## src/rtl/uart_tx_core.sv

```systemverilog
`timescale 1ns/1ps
`default_nettype none
// ============================================================================
// Module      : uart_tx_core
// Description : Free-running 8N1 UART transmitter. It sends the byte on
//               `data` continuously, sampling it once at each frame start.
//               Define UART_TX_PARITY_EN to add an even-parity bit.
// Revision    : 1.0 - initial release
// ============================================================================
module uart_tx_core #(
    parameter int BAUD = 115200,
    parameter int F    = 50000000
) (
    input  logic       clk,
    input  logic       rst,
    input  logic [7:0] data,
    output logic       tx
);

    localparam int CLKS_PER_BIT = F / BAUD;
    localparam int CNT_W        = (CLKS_PER_BIT < 2) ? 1 : $clog2(CLKS_PER_BIT);
    localparam logic [CNT_W-1:0] CNT_LAST = CNT_W'(CLKS_PER_BIT - 1);

    if (CLKS_PER_BIT < 2) begin : g_rate_check
        $error("uart_tx_core: F/BAUD must be at least 2");
    end

`ifdef UART_TX_PARITY_EN
    localparam int ST_W = 3;
    localparam logic [2:0] IDLE   = 3'b011;
    localparam logic [2:0] START  = 3'b000;
    localparam logic [2:0] DATA   = 3'b001;
    localparam logic [2:0] STOP   = 3'b010;
    localparam logic [2:0] PARITY = 3'b100;
`else
    localparam int ST_W = 2;
    localparam logic [1:0] IDLE   = 2'b11;
    localparam logic [1:0] START  = 2'b00;
    localparam logic [1:0] DATA   = 2'b01;
    localparam logic [1:0] STOP   = 2'b10;
`endif

    logic [ST_W-1:0]  state_q, state_d;
    logic [CNT_W-1:0] cnt_q, cnt_d;
    logic [2:0]       idx_q, idx_d;
    logic [7:0]       shreg_q, shreg_d;
    logic             tx_q, tx_d;
    logic             hold_q;
    logic             bit_end;

    assign bit_end = (cnt_q == CNT_LAST);
    assign tx      = tx_q;

    // hold_q swallows the first edge after reset so the opening IDLE period
    // spans a full CLKS_PER_BIT clocks measured from reset release.
    always_comb begin
        state_d = state_q;
        cnt_d   = cnt_q + 1'b1;
        idx_d   = idx_q;
        shreg_d = shreg_q;
        if (hold_q) begin
            cnt_d = '0;
        end else if (bit_end) begin
            cnt_d = '0;
            case (state_q)
                IDLE: begin
                    state_d = START;
                    shreg_d = data;
                end
                START: begin
                    state_d = DATA;
                    idx_d   = 3'd0;
                end
                DATA: begin
                    idx_d = idx_q + 3'd1;
                    if (idx_q == 3'd7) begin
`ifdef UART_TX_PARITY_EN
                        state_d = PARITY;
`else
                        state_d = STOP;
`endif
                    end
                end
`ifdef UART_TX_PARITY_EN
                PARITY:  state_d = STOP;
`endif
                STOP:    state_d = IDLE;
                default: state_d = IDLE;
            endcase
        end
    end

    always_comb begin
        tx_d = 1'b1;
        case (state_d)
            START:   tx_d = 1'b0;
            DATA:    tx_d = shreg_d[idx_d];
`ifdef UART_TX_PARITY_EN
            PARITY:  tx_d = ^shreg_q;
`endif
            default: tx_d = 1'b1;
        endcase
    end

    always_ff @(posedge clk) begin
        if (rst) begin
            state_q <= IDLE;
            cnt_q   <= '0;
            idx_q   <= 3'd0;
            shreg_q <= 8'd0;
            tx_q    <= 1'b1;
            hold_q  <= 1'b1;
        end else begin
            state_q <= state_d;
            cnt_q   <= cnt_d;
            idx_q   <= idx_d;
            shreg_q <= shreg_d;
            tx_q    <= tx_d;
            hold_q  <= 1'b0;
        end
    end

endmodule
`default_nettype wire

```

## config.mk

```make
export PLATFORM = sky130hd
export DESIGN_NAME = uart_tx_core
export DESIGN_NICKNAME = d
export VERILOG_FILES = /design/src/rtl/uart_tx_core.sv
export SDC_FILE = /design/constraint.sdc
export NUM_CORES = 1
export LEC_CHECK = 0
export BUFFER_PORTS_ARGS = -buffer_cell sky130_fd_sc_hd__buf_2
export CAP_MARGIN = 40
export CORE_MARGIN = 3
export CORE_UTILIZATION = 60
export DETAILED_ROUTE_END_ITERATION = 10
export PLACE_DENSITY = 0.8
export SYNTH_ARGS = -nofsm -noshare
export SYNTH_HDL_FRONTEND = slang
export SYNTH_SLANG_ARGS = --single-unit
```

## constraint.sdc

```tcl
create_clock -name clk -period 3.6 [get_ports clk]
set_clock_uncertainty 0.15 [all_clocks]
set_input_delay 0.36 -clock clk [delete_from_list [all_inputs] [get_ports clk]]
set_output_delay 0.36 -clock clk [all_outputs]
set_load 0.03 [all_outputs]
```

==> metrics.txt, run 1 <==
later-pin clock latency in the skew report=roughly 0.31 ns; dpl ws=~1.1 ns; Syn Inst Count=134; Ports=11; largest net degree at the start of global routing=16; Num CTS Buffers=3; crit path max fanout=7; clock power share=around 33%; ys async rst share=0%; core outline area=1802 um2; Port Buf Inserts=10; maximum clock rate=around 0.39 GHz; Worst Setup End Kind=flop; Peak VDD IR=about 0.36 mV; cts repair resizes=0; Util after Layout=72.29%; Net Sw Frac=20.91%; Post-CTS Setup Inserts=0; flops & latches, synth=24; syn nets=148; Die W=50.77 um; Starting Density=66.74%; internal power=0.3351 mW; DR iter-0 viols=10; clk sinks=24; Worst-path clk slew=0.13 ns; Ys Warns=0; number of fill cells=161; Final ANT Viol Nets=0; Storage cell area=480.5 um2; total gr overflow=0; outcome=complete, no violations; ratio of cells with drive above 1 in the final layout=around 16%; root buf cell=clkbuf_4; post-route minimum period=2.533 ns; worst setup path endpoint=tx; RSZ-0062 raised after global routing=false; R2R depth=6; Net Switching=0.08859 mW; first-pass GRT wire length=4029 um; initial antenna violation count=0; setup TNS=0 ns; Comb pwr share=3.2%; internal reg-to-reg setup slack=1.07 ns; Post-Syn Area=around 1200 um2; sequential share of power=between 60% and 70%; Post-synth top flop=dfxtp_1; worst slew pin tran=0.6771 ns; dpl hpwl=~1700 um; vias per cell=5.633; Worst Path Required=between 3 and 4 ns; Setup WS post-layout=1.067 ns; number of H-tree levels=1; Post-synth EDFFs=0; P per Cell Area=325.3 nW/um2; WL final=2345 um; ANT cells=0; Worst setup SP type=flop; area growth from synthesis to layout=8.325%; min-delay worst type=in -> reg; clock tree from TritonCTS=yes; Worst slew margin=a little over half; Final period util=approximately 70%; Final Wtd Congestion=0.8680; num rows=15; gr usage total=20.75%; via count of the first global-routing pass=960; hold path start=data[4]; FF-to-FF Start=cnt_q[2]; clock buffer depth=2; Final Hold Fails=0; Setup crit start=cnt_q[2]; Multi-input gate area=693.2 um2; via count=roughly 950; maxcap violations=0; chip height=50.77 um; worst setup path class=reg -> reg; sequential share of the synthesized area=39.96%; DRT Pass-1 Iters=4; fin nets=159; reg2reg end=tx; Static Leak=0.5019 nW; routed len/inst=13.88 um; area of the die=2577 um2; hold-fix buffers at CTS=0; Slew Limit Fails=0; worst endpoint data arrival time=between 2 and 3 ns; synthesized area per cell=8.973 um2; DRC viols=0; count of cell types in the netlist=37; Setup-failing EPs final=0
## stage by stage
stage	std cells	power (mW)	hold slack, ns	area (um2)
after floorplan	134	0.2811	0.2377	1202
after global placement	165	0.2886	0.2913	1266
after detailed placement	165	0.2890	0.2920	1266
after CTS	169	0.4271	0.1138	1303
after global routing	169	0.4378	0.1230	1303
final	169	0.4237	0.1184	1303
## state kept, by name (all words and copies together) (netlist names)
signal and count:
tx 1, shreg_q 8, cnt_q 9, hold_q 1
idx_q 3, state_q 2
## layout make-up
cell class              count  area share (%)
multi-input cells         103           53.22
flip-flops and latches     24           36.89
repair buffers             10           3.842
clock buffers               4           2.786
well taps                  25           2.402
inverters                   3          0.8646
## per-layer routing
metal  global-route usage, %  up-vias  share of wire [%]
li1                        -      492                  -
met1                   26.02      444                 50
met2                   33.04       14                 47
met3                   4.154        2                2.4
met4                   11.66        0               0.94
met5                       0        -                  0
## cells in the mapped netlist (2+ instances only)
cell | instances | area, um2
a211oi_1 | 2 | 15.01
a21oi_1 | 12 | 60.06
and2_1 | 2 | 12.51
and3_1 | 3 | 18.77
buf_2 | 2 | 10.01
clkbuf_1 | 2 | 7.510
dfxtp_1 | 24 | 480.5
ha_1 | 4 | 50.05
inv_1 | 3 | 11.26
mux2i_1 | 4 | 40.04
nand2_1 | 23 | 86.33
nand2b_1 | 3 | 18.77
nand3_1 | 3 | 15.01
nor2_1 | 11 | 41.29
nor3b_1 | 2 | 15.01
nor4_1 | 2 | 12.51
o21ai_0 | 5 | 25.02
o22ai_1 | 2 | 12.51
or2_2 | 3 | 18.77
or3_1 | 2 | 12.51
xnor2_1 | 3 | 26.28
xor2_1 | 2 | 17.52
## worst max-delay path, stage by stage, from the launching register on
cell	delay, ns
dfxtp_1	0.37
nand4bb_1	0.42
nor4_4	0.53
mux2_2	0.42
mux4_2	0.29
mux2i_1	0.16
o211ai_1	0.09
## power by group through the flow
stage                     clock network [mW]  logic, mW  registers [mW]
final                                  0.140     0.0135           0.270
after global routing                   0.153     0.0150           0.270
after CTS                              0.144     0.0134           0.270
after detailed placement                   0     0.0134           0.276
after global placement                     0     0.0132           0.275
after floorplan                            0    0.00591           0.275
## how the worst min path moves through the flow
stage / endpoint / slack, ns / cells after the start
after detailed placement: shreg_q[1] / 0.29 / 2
after CTS: shreg_q[4] / 0.11 / 3
after global routing: shreg_q[4] / 0.12 / 3
final: shreg_q[4] / 0.12 / 3
after floorplan: hold_q / 0.24 / 0
after global placement: cnt_q[0] / 0.29 / 1
## cell usage in the layout (no fill, tap or decap), types with 3 or more instances in the layout
| cell type | netlist | final |
|---|---|---|
| inv_1 | 3 | 3 |
| nor2_1 | 11 | 11 |
| and3_1 | 3 | 3 |
| o21ai_0 | 5 | 5 |
| clkbuf_4 | 0 | 3 |
| xnor2_1 | 3 | 3 |
| nand3_1 | 3 | 3 |
| ha_1 | 4 | 4 |
| dfxtp_1 | 24 | 24 |
| or2_2 | 3 | 3 |
| nand2b_1 | 3 | 3 |
| a21oi_1 | 12 | 12 |
| nand2_1 | 23 | 23 |
| buf_2 | 2 | 10 |
| mux2i_1 | 4 | 4 |
## cell families (layout without fill, tap and decap cells)
family          count (synthesis)  in the layout  synth area share [%]
buf+inv                         7             17                 2.394
xor+xnor                        5              5                 3.643
flops                          24             24                 39.96
fa+ha+maj                       4              4                 4.162
mux                             7              7                 8.325
compound gates                 27             27                 13.32
simple gates                   60             60                 28.20
No activity file was read; power rests on OpenSTA's default activity.
==> run 2, diff against run 1 <==
--- a/config.mk
+++ b/config.mk
@@ -5,12 +5,13 @@
 export SDC_FILE = /design/constraint.sdc
 export NUM_CORES = 1
 export LEC_CHECK = 0
+export ABC_AREA = 1
 export BUFFER_PORTS_ARGS = -buffer_cell sky130_fd_sc_hd__buf_2
 export CAP_MARGIN = 40
 export CORE_MARGIN = 3
-export CORE_UTILIZATION = 60
+export CORE_UTILIZATION = 52
 export DETAILED_ROUTE_END_ITERATION = 10
-export PLACE_DENSITY = 0.8
+export PLACE_DENSITY = 0.74
 export SYNTH_ARGS = -nofsm -noshare
 export SYNTH_HDL_FRONTEND = slang
 export SYNTH_SLANG_ARGS = --single-unit
==> constraint.sdc (replaced) <==
create_clock -name clk -period 2.25 [get_ports clk]
set_clock_uncertainty 0.15 [all_clocks]
set_input_delay 0.225 -clock clk [delete_from_list [all_inputs] [get_ports clk]]
set_output_delay 0.225 -clock clk [all_outputs]
set_load 0.03 [all_outputs]
==> run 2 against run 1 <==
Net effect: largest power group unchanged; sequential cell count unchanged; utilization down 12 points; setup slack worse by 0.72 ns; highest routed layer unchanged; largest cell class unchanged; via count up 14%.
==> metrics.txt, run 2 <==
Final period util=84.51% (was 70.36%); Die W=55.42 um (was 50.77 um); met3 usage=2.570% (was 4.154%); gr usage total=17.07% (was 20.75%); Final Hold Fails=0 (unchanged); dpl ws=0.3773 ns (was 1.104 ns); synthesized area per cell=7.299 um2 (was 8.973 um2); clock buffer depth=2 (unchanged); largest net degree at the start of global routing=15 (was 16); ys async rst share=0% (unchanged); vias per cell=5.089 (was 5.633); GR Layer Usage met1=25.14% (was 26.02%); worst endpoint data arrival time=1.97 ns (was 2.59 ns); area post-placement=1334 um2 (was 1266 um2); Commonest cells post-synth=nand2_1 (41), inv_1 (28), nor2_1 (25) (was dfxtp_1 (24), nand2_1 (23), a21oi_1 (12)); Syn Inst Count=174 (was 134); worst hold slack=0.02702 ns (was 0.1184 ns); Post-synth EDFFs=0 (unchanged); Num CTS Buffers=3 (unchanged); max FFs per register=9 (unchanged); Finished Cell Area=1356 um2 (was 1303 um2); Storage cell area=480.5 um2 (unchanged); syn nets=188 (was 148); via count of the first global-routing pass=1035 (was 960); flops & latches, synth=24 (unchanged); Worst setup SP type=flop (unchanged); cts repair resizes=0 (unchanged); chip height=55.42 um (was 50.77 um); Post-CTS Setup Inserts=0 (unchanged); clock tree from TritonCTS=yes (unchanged); ANT cells=0 (unchanged); num rows=17 (was 15); sequential share of the synthesized area=37.83% (was 39.96%); total gr overflow=0 (unchanged); crit path max fanout=12 (was 7); count of cell types in the netlist=29 (was 37); Worst-path clk slew=0.13 ns (about the same); DRC viols=0 (unchanged); share of the synthesized area in the top cell type=37.83% (was 39.96%); Yosys top cell by area=dfxtp_1 (unchanged); top cells by area, synth=dfxtp_1 (38%), nand2_1 (12%), inv_1 (8.3%) (was dfxtp_1 (40%), nand2_1 (7.2%), a21oi_1 (5.0%)); setup TNS=0 ns (unchanged); post-route minimum period=1.902 ns (was 2.533 ns); Worst Path Required=2.31 ns (was 3.65 ns); Slew Limit Fails=0 (unchanged); Setup-failing EPs final=0 (unchanged); area of the die=3071 um2 (was 2577 um2); GRT met2 Usage=25.51% (was 33.04%); later-pin clock latency in the skew report=0.31 ns (about the same); core outline area=2255 um2 (was 1802 um2); Ports=11 (unchanged); fin nets=201 (was 159); DR iter-0 viols=26 (was 10); hold-fix buffers at CTS=0 (unchanged); most frequent cells in the layout=nand2_1 (41), inv_1 (28), nor2_1 (25) (was dfxtp_1 (24), nand2_1 (23), a21oi_1 (12)); Placed Cells=210 (was 165); RSZ-0062 raised after global routing=false (unchanged); dpl hpwl=1977 um (was 1707 um); Static Leak=0.6706 nW (was 0.5019 nW); Most flops, register=cnt_q (unchanged); Setup WS post-layout=0.3485 ns (was 1.067 ns); DRT Pass-1 Iters=4 (unchanged); worst slew pin tran=0.3376 ns (was 0.6771 ns); maximum clock rate=0.5259 GHz (was 0.3948 GHz); most common cell after layout, fill and taps aside=nand2_1 (was dfxtp_1); min-delay worst type=in -> reg (unchanged); Final ANT Viol Nets=0 (unchanged); grt peak-use layer=met2 (unchanged); Worst Setup End Kind=flop (unchanged); Pwr Total=0.6415 mW (was 0.4237 mW); initial antenna violation count=0 (unchanged); Post-Syn Area=1270 um2 (was 1202 um2); WL final=2518 um (was 2345 um); area growth from synthesis to layout=6.798% (was 8.325%); number of cells in the finished layout apart from fillers=213 (was 169); P per Cell Area=472.9 nW/um2 (was 325.3 nW/um2); Post-synth top flop=dfxtp_1 (unchanged); Multi-input gate area=639.4 um2 (was 693.2 um2); maxcap violations=0 (unchanged); Ys Warns=0 (unchanged); most common cell in the netlist=nand2_1 (was dfxtp_1); Final Wtd Congestion=0.8864 (was 0.8680); Port Buf Inserts=10 (unchanged); worst setup path class=reg -> reg (unchanged); first-pass GRT wire length=4381 um (was 4029 um); Util after Layout=60.16% (was 72.29%); via count=1084 (was 952); clk sinks=24 (unchanged); Starting Density=56.33% (was 66.74%); root buf cell=clkbuf_4 (unchanged); routed len/inst=11.82 um (was 13.88 um); number of H-tree levels=1 (unchanged); Regs by FF count=cnt_q: 9 flops, shreg_q: 8 flops, idx_q: 3 flops (unchanged); Worst slew margin=77.44% (was 54.44%); number of fill cells=226 (was 161); outcome=complete, no violations (unchanged); ratio of cells with drive above 1 in the final layout=16.76% (was 15.97%); Peak VDD IR=0.2893 mV (was 0.3619 mV)
[run 2: final cells by class]
cell class / instances / share of cell area [%]
multi-input cells: 116 / 47.14
repair buffers: 11 / 4.244
well taps: 28 / 2.583
clock buffers: 3 / 1.661
inverters: 31 / 8.948
flip-flops and latches: 24 / 35.42
[run 2: kinds of logic after synthesis]
kind of cell / synth area share (%)
adder cells (fa/ha/maj): 3.941
XOR/XNOR: 1.380
AND/OR/NAND/NOR: 39.61
AO/OA/AOI/OAI: 5.419
flip-flops: 37.83
buffers and inverters: 11.82
[run 2: final timing paths]
kind / slack [ns] / end / cells after the start / from
max: 0.35 / tx / 10 / cnt_q[0]
min: 0.03 / shreg_q[5] / 3 / data[5]
max reg2reg: 0.35 / tx / 10 / cnt_q[0]
min reg2reg: 0.35 / cnt_q[0] / 1 / cnt_q[0]
[run 2: metal layers]
metal	routed length (um)	vias to the layer above	part of all wire, %
met5	0	-	0
met4	18	0	0.71
met3	97	2	3.9
met2	1068	23	42
met1	1333	489	53
li1	-	570	-
[run 2: power breakdown]
part           leakage, nW  switching (mW)  total [mW]  internal [mW]
clock               0.0138           0.123       0.185         0.0625
combinational        0.463          0.0171      0.0267        0.00966
sequential           0.194         0.00216       0.430          0.428
total                0.671           0.142       0.641          0.500
[run 2: worst max-delay path: stages, from the launching register on]
cell	delay, ns
dfxtp_1	0.40
ha_1	0.18
nand2_1	0.09
nor2_4	0.10
nand4_2	0.30
o21ai_2	0.26
nand2_1	0.09
nand3_2	0.06
nand3_1	0.06
nand3_1	0.08
nand2_1	0.04
==> run 3, diff against run 2 <==
==> config.mk (replaced) <==
export PLATFORM = sky130hd
export DESIGN_NAME = uart_tx_core
export DESIGN_NICKNAME = d
export VERILOG_FILES = /design/src/rtl/uart_tx_core.sv
export SDC_FILE = /design/constraint.sdc
export NUM_CORES = 1
export LEC_CHECK = 0
export ABC_AREA = 0
export BUFFER_PORTS_ARGS = -buffer_cell sky130_fd_sc_hd__buf_2
export CAP_MARGIN = 40
export CORE_MARGIN = 3
export CORE_UTILIZATION = 57
export DETAILED_ROUTE_END_ITERATION = 10
export PLACE_DENSITY = 0.77
export SYNTH_ARGS = -nofsm -noshare
export SYNTH_HDL_FRONTEND = slang
export SYNTH_SLANG_ARGS = --single-unit
==> constraint.sdc (replaced) <==
create_clock -name clk -period 1.97 [get_ports clk]
set_clock_uncertainty 0.15 [all_clocks]
set_input_delay 0.197 -clock clk [delete_from_list [all_inputs] [get_ports clk]]
set_output_delay 0.197 -clock clk [all_outputs]
set_load 0.03 [all_outputs]
==> run 3 against run 2 <==
Net effect: the flow now finishes with violations (negative hold slack, negative setup slack); clock-buffer cell count increased by 1; maximum frequency decreased by 9.8%; hold slack got worse by 0.037 ns; sequential share of layout area decreased by 5.1 points; critical path depth decreased by 3; via count increased by 8.5%; combinational power increased by 78%; clock power increased by 45%; die area decreased by 12%; final cell count decreased by 6.1%; global-route usage increased by 11 points; critical path type unchanged; highest routed layer unchanged.
==> metrics.txt, run 3 (same netlist as run 1, synthesis figures left out) <==
Worst Setup End Kind=flop (unchanged); worst endpoint data arrival time=2.18 ns (was 1.97 ns); RSZ-0062 raised after global routing=true (was false); Worst-path clk slew=0.13 ns (about the same); area of the die=2697 um2 (was 3071 um2); P per Cell Area=507.1 nW/um2 (was 472.9 nW/um2); via count=1176 (was 1084); min-delay worst type=in -> reg (unchanged); outcome=finished, violations left (was complete, no violations); worst hold slack=-0.009643 ns (was 0.02702 ns); Setup WS post-layout=-0.1390 ns (was 0.3485 ns); Port Buf Inserts=10 (unchanged); first-pass GRT wire length=5520 um (was 4381 um); dpl hpwl=2084 um (was 1977 um); Final period util=107.1% (was 84.51%); setup TNS=-0.1390 ns (was 0 ns); DR iter-0 viols=65 (was 26); worst setup path class=reg -> reg (unchanged); Worst slew margin=75.02% (was 77.44%); Setup crit start=cnt_q[2] (was cnt_q[0]); Setup-failing EPs final=1 (was 0); fin nets=190 (was 201); Worst Path Required=2.04 ns (was 2.31 ns); gr usage total=27.94% (was 17.07%); area post-placement=1444 um2 (was 1334 um2); DRC viols=0 (unchanged); hold path depth=3 (unchanged); Die W=51.93 um (was 55.42 um); post-route minimum period=2.109 ns (was 1.902 ns); Final ANT Viol Nets=0 (unchanged); root buf cell=clkbuf_4 (unchanged); most frequent cells in the layout=nand2_1 (23), buf_4 (23), dfxtp_1 (20) (was nand2_1 (41), inv_1 (28), nor2_1 (25)); DRT Pass-1 Iters=4 (unchanged); chip height=51.93 um (was 55.42 um); core outline area=1858 um2 (was 2255 um2); max FFs per register=9 (unchanged); ANT cells=0 (unchanged); Final Hold Fails=1 (was 0); total gr overflow=0 (unchanged); Worst setup SP type=flop (unchanged); crit path max fanout=3 (was 12); maximum clock rate=0.4742 GHz (was 0.5259 GHz); Regs by FF count=cnt_q: 9 flops, shreg_q: 8 flops, idx_q: 3 flops (unchanged); Peak VDD IR=0.5461 mV (was 0.2893 mV); Starting Density=64.71% (was 56.33%); worst slew pin tran=0.3742 ns (was 0.3376 ns); Static Leak=0.6678 nW (was 0.6706 nW); largest net degree at the start of global routing=16 (was 15); Final Wtd Congestion=0.8250 (was 0.8864); later-pin clock latency in the skew report=0.33 ns (was 0.31 ns); maxcap violations=0 (unchanged); Slew Limit Fails=0 (unchanged); WL final=3430 um (was 2518 um); number of H-tree levels=1 (unchanged); via count of the first global-routing pass=1143 (was 1035); initial antenna violation count=0 (unchanged); hold path start=data[4] (was data[5]); Num CTS Buffers=3 (unchanged); clock buffer depth=2 (unchanged); area growth from synthesis to layout=32.99% (was 6.798%); clock tree from TritonCTS=yes (unchanged); Most flops, register=cnt_q (unchanged); vias per cell=5.880 (was 5.089); clk sinks=24 (unchanged); num rows=15 (was 17); Ports=11 (unchanged); routed len/inst=17.15 um (was 11.82 um); FF-to-FF Start=cnt_q[2] (was cnt_q[0]); R2R depth=7 (was 10); ratio of cells with drive above 1 in the final layout=32.57% (was 16.76%); Finished Cell Area=1599 um2 (was 1356 um2); violated checks=negative hold slack, negative setup slack
## run 3: changes by cell type in the layout (fill, tap and decap cells not counted), moves of 7 or more
cell	previous run	this run
inv_1	28	2
buf_4	1	23
nand2_1	41	23
nor2_1	25	11
a21oi_1	3	11
dlygate4sd3_1	0	8
nand4_1	8	0
nand3_1	10	3
## run 3: worst paths after layout
path | to | slack, ns
worst max register to register | tx | -0.14
worst max-delay path | tx | -0.14
worst min register to register | shreg_q[3] | 0.34
worst min-delay path | shreg_q[4] | -0.01
## run 3: cell type report
cell class / count / area, um2
multi-input combinational: 103 / 732.0
tap: 25 / 31.28
fill: 95 / 259.0
timing repair buffer: 41 / 302.8
sequential: 24 / 485.5
clock buffer: 4 / 36.28
inverter: 3 / 11.26
## run 3: what timing repair did
item	4_1_cts	5_1_grt
gates cloned	0	0
endpoints found under the hold margin	8	0
setup buffers	1	2
pin swaps	3	0
setup endpoints to repair	1	10
gates resized for setup	2	7
hold buffers	8	0
## run 3: worst max-delay path: stages (launching register included)
cell and delay (ns):
dfxtp_2 0.34, nand4bb_1 0.18, buf_4 0.17, nor4_4 0.28, mux2_4 0.35, mux4_2 0.28
mux2i_1 0.15, o211ai_1 0.10
## run 3: metal layers
metal  up-vias  track usage (%)  wire (um)
met2        62            48.12       1662
met5         -                0          0
met4         0            10.48        111
met1       543            35.06       1428
met3        15            3.725        228
li1        556                -          -
## run 3: stage by stage
step | power [mW] | setup slack [ns] | instances | util, %
finish | 0.8109 | -0.1390 | 200 | 86.06
global route | 0.8407 | -0.2484 | 200 | 86.06
CTS | 0.7967 | -0.1211 | 198 | 84.51
detailed placement | 0.5358 | -0.1250 | 185 | 77.71
global placement | 0.5348 | -0.06323 | 185 | 77.71
floorplan | 0.5168 | -0.1982 | 134 | -
## run 3: power breakdown
part	switching [mW]	total [mW]	internal, mW
combinational	0.0209	0.0476	0.0268
clock	0.156	0.269	0.113
sequential	0.00510	0.494	0.489
total	0.182	0.811	0.629
